==> src/rtl/seg_scan.sv <==
// seg_scan: five-digit multiplexed seven-segment scanner with per-frame input snapshot and dead-time
module seg_scan #(
   parameter int DIV  = 1000,
   parameter int DEAD = 50
) (
   input  logic       clk,
   input  logic       rst_n,
   input  logic [3:0] d6,
   input  logic [3:0] d5,
   input  logic [3:0] d4,
   input  logic [3:0] d3,
   input  logic [3:0] d2,
   output logic [4:0] an,
   output logic [6:0] seg,
   output logic       frame
);
   localparam int CW = $clog2(DIV);
   localparam logic [6:0] DEC [16] = '{
      7'b1000000, 7'b1111001, 7'b0100100, 7'b0110000,
      7'b0011001, 7'b0010010, 7'b0000010, 7'b1111000,
      7'b0000000, 7'b0010000, 7'b0111111, 7'b0111111,
      7'b0111111, 7'b0111111, 7'b0111111, 7'b1111111
   };
   logic [CW-1:0]   cnt_q, cnt_d;
   logic [2:0]      slot_q, slot_d;
   logic [4:0][3:0] sh_q, sh_d;
   logic [4:0]      an_q, an_d;
   logic [6:0]      seg_q, seg_d;
   logic            frame_q, frame_d;
   logic            last, dead;
   // snapshot entry 0 holds d6 so it lines up with slot 0
   always_comb begin
      last    = int'(cnt_q) == DIV - 1;
      dead    = int'(cnt_q) < DEAD;
      frame_d = last && slot_q == 3'd4;
      cnt_d   = last ? '0 : cnt_q + 1'b1;
      slot_d  = last ? (frame_d ? 3'd0 : slot_q + 3'd1) : slot_q;
      sh_d    = frame_d ? {d2, d3, d4, d5, d6} : sh_q;
      an_d    = dead ? 5'b11111 : ~(5'b10000 >> slot_q);
      seg_d   = dead ? 7'h7F : DEC[sh_q[slot_q]];
   end
   always_ff @(posedge clk or negedge rst_n) begin
      if (!rst_n) begin
         cnt_q   <= '0;
         slot_q  <= '0;
         sh_q    <= '1;
         an_q    <= '1;
         seg_q   <= '1;
         frame_q <= 1'b0;
      end else begin
         cnt_q   <= cnt_d;
         slot_q  <= slot_d;
         sh_q    <= sh_d;
         an_q    <= an_d;
         seg_q   <= seg_d;
         frame_q <= frame_d;
      end
   end
   assign an    = an_q;
   assign seg   = seg_q;
   assign frame = frame_q;
endmodule

==> config.mk <==
export PLATFORM = sky130hd
export DESIGN_NAME = seg_scan
export DESIGN_NICKNAME = d
export VERILOG_FILES = /design/src/rtl/seg_scan.sv
export SDC_FILE = /design/constraint.sdc
export NUM_CORES = 1
export LEC_CHECK = 0
export CORE_MARGIN = 4
export CORE_UTILIZATION = 30
export DETAILED_ROUTE_END_ITERATION = 8
export PLACE_DENSITY = 0.55
export SYNTH_ARGS = -nofsm -noshare
export SYNTH_HDL_FRONTEND = slang
export SYNTH_SLANG_ARGS = --single-unit
==> constraint.sdc <==
create_clock -name clk -period 1.95 [get_ports clk]
set_input_delay 0.39 -clock clk [delete_from_list [all_inputs] [get_ports clk]]
set_output_delay 0.39 -clock clk [all_outputs]
set_load 0.02 [all_outputs]
==> metrics.txt <==
shortest period the worst path allows=1.843 ns; post-layout net count=255; WL/cell=12.91 um; YS warnings=0; Post-Syn Area=2287 sq um; kind of critical path=flop to flop; Synth Area per Inst=12.85 sq um; Max Root-Sink Buffers=2; max-slew violation count=0; area of the multi-input gates=1007 sq um; clk sink count=46; Max transition margin=54.77%; leading cell type in the layout, fill and taps excluded=clkdlybuf4s50_1; Max Clock Freq=542.6 MHz; drt drc=0; worst slack, placed=0.05176 ns; core area=7331 sq um; Post-synth top flop=dfstp_2; Critical Path Fanout Max=4; Area Overhead vs Synth=25.44%; number of distinct library cells after synthesis=38; CTS tree=built; largest net degree at the start of global routing=26; Starting DRT DRC Count=48; slowest library cell on the worst path=mux4_2; root buffer cell=clkbuf_8; Yosys reg bits=46; crit path cell chain=mux4_2 -> a21oi_4 -> inv_1 -> ha_1 -> inv_1 -> o21ai_0 -> a21o_1; CP required=2.18 ns; first-pass GRT wire length=6803 um; area of the die=9085 sq um; power per standard cell area=544.5 nW/um^2; DRT antenna net count=0; Site Rows=31; Sequential Area=1192 sq um; Die Height=95.32 um; most frequent cells in the layout=clkdlybuf4s50_1 (33), dfstp_2 (32), mux2_4 (19); Overall Global Routing Usage=9.822%; clock-pin slew on the worst setup and hold paths=0.08 ns; Die W=95.32 um; crit-path max cell delay=0.56 ns; number of global-route vias before repair=1379; vias per cell=4.470; maxcap violations=0; Setup crit end kind=flop; RSZ-0062 raised after global routing=false; setup ws final=0.1070 ns; Mapped Nets=211; outcome=complete, no violations; Synth async-reset ratio=100.0%; starting density of the core=31.20%; I/O pins=35; Clock Latency Late Sink=0.29 ns; diodes inserted=0; worst hold path class=input pin to asynchronous set/reset pin; setup TNS=0 ns; skew final=0.002870 ns; CTS H-tree lvls=2; Leak=0.001160 uW; Seq/Total Area, Yosys=52.08%; Critical Path AT=2.07 ns; cell mode on critical path=inv_1; total gr overflow=0; cells after synthesis=178; quantity of I/O buffers inserted on ports=34; setup bufs post-CTS=0; total number of vias=1435; post-DP HPWL=3170 um; GP Congestion=0.7701; initial antenna violation count=0; Final setup viols=0; fraction of layout cells with a size suffix above 1=34.68%; first-pass iteration count of the detailed router=4; Startpoint Class=flop; Post-synth EDFFs=0; worst vdd ir=246.4 uV; Fill cells=694; Hold Vio Cnt, Final=0; number of CTS-inserted buffers=5; Tcrit/Tclk final=94.51%; worst-margin pin slew=0.6713 ns; Routed WL=4145 um
metrics by stage:
step	hold WS (ns)	util (%)	power, uW	cells	cell area [sq um]
detailed placement	0.3891	37.87	1039	314	2776
floorplan	0.09441	-	973.9	178	2287
CTS	0.06517	38.91	1593	321	2853
finish	0.05699	39.14	1562	321	2869
global placement	0.3888	37.87	1039	314	2776
global route	0.08350	39.14	1629	321	2869
registers in the layout (all words and copies together) (netlist names):
name and count:
seg 7, slot_q 3, an 5, cnt_q 10, frame 1, sh_q 20
worst max-delay path, delay by kind of cell (launching register included):
kind / cells / cell delay, ns
adders and majority gates: 1 / 0.17
AOI/OAI and AO/OA: 3 / 0.47
muxes: 1 / 0.56
DFF: 1 / 0.42
buffers and inverters: 2 / 0.15
where the power goes:
part           total (uW)  switching, uW  internal [uW]  leakage, uW
Clock                 542            295            247    0.0000383
Combinational        63.5           23.4           40.1     0.000610
Sequential            957              0            957     0.000512
Yosys cell counts (2+ instances only):
library cell / n / area share [%]
inv_1: 8 / 1.3
mux4_2: 2 / 2.0
buf_12: 2 / 1.8
nand3b_1: 2 / 0.66
a21oi_1: 2 / 0.44
dfrtp_1: 14 / 15
nand3_1: 7 / 1.5
nor3_1: 5 / 1.1
nand2_1: 10 / 1.6
mux2_4: 19 / 12
o21ai_0: 8 / 1.8
xor2_1: 4 / 1.5
and3_1: 4 / 1.1
and2_1: 2 / 0.55
o21ai_1: 4 / 0.88
buf_2: 2 / 0.44
xnor2_1: 3 / 1.1
nor2_1: 11 / 1.8
a32oi_1: 4 / 1.5
ha_1: 11 / 6.0
dfstp_2: 32 / 37
mux2i_1: 6 / 2.6
final timing paths:
| kind | start | to | slack [ns] | cells after the start |
|---|---|---|---|---|
| max | slot_q[0]$_DFFE_PN0N_ | seg[6]$_DFF_PN1_ | 0.11 | 7 |
| min | rst_n | cnt_q[0]$_DFF_PN0_ | 0.06 | 1 |
| max reg2reg | slot_q[0]$_DFFE_PN0N_ | seg[6]$_DFF_PN1_ | 0.11 | 7 |
| min reg2reg | cnt_q[0]$_DFF_PN0_ | cnt_q[0]$_DFF_PN0_ | 0.46 | 1 |
| max in group asynchronous | rst_n | sh_q[6]$_DFFE_PN1N_ | 1.31 | 2 |
| min in group clk | cnt_q[0]$_DFF_PN0_ | cnt_q[0]$_DFF_PN0_ | 0.46 | 1 |
area by class of cell:
cell class,instances,share of cell area (%)
Multi-Input combinational cell,117,35.11
Tap cell,99,4.317
Sequential cell,46,41.56
Clock buffer,7,2.660
Inverter,8,1.047
Timing Repair Buffer,44,15.31
metal layers:
| layer | routed length (um) | part of all wire, % | track usage [%] |
|---|---|---|---|
| met5 | 0 | 0 | 0 |
| met4 | 83 | 2.0 | 4.688 |
| met3 | 183 | 4.4 | 2.289 |
| met2 | 1740 | 42 | 13.82 |
| met1 | 2137 | 52 | 14.07 |
cell families (layout without fill, tap and decap cells):
kind of cell | after synthesis | in the layout | share of synthesized area (%)
muxes | 29 | 29 | 18.05
buffers and inverters | 15 | 59 | 4.376
DFF | 46 | 46 | 52.08
and+or+nand+nor | 49 | 49 | 11.16
xor gates and xnor gates | 7 | 7 | 2.681
adders and majority gates | 11 | 11 | 6.017
AOI/OAI and AO/OA | 21 | 21 | 5.635
repair_timing:
action                     CTS  global route
setup endpoints to repair    0            15
hold buffers                 0             0
resized for setup            0             5
Power figures use the tool's default switching activity.
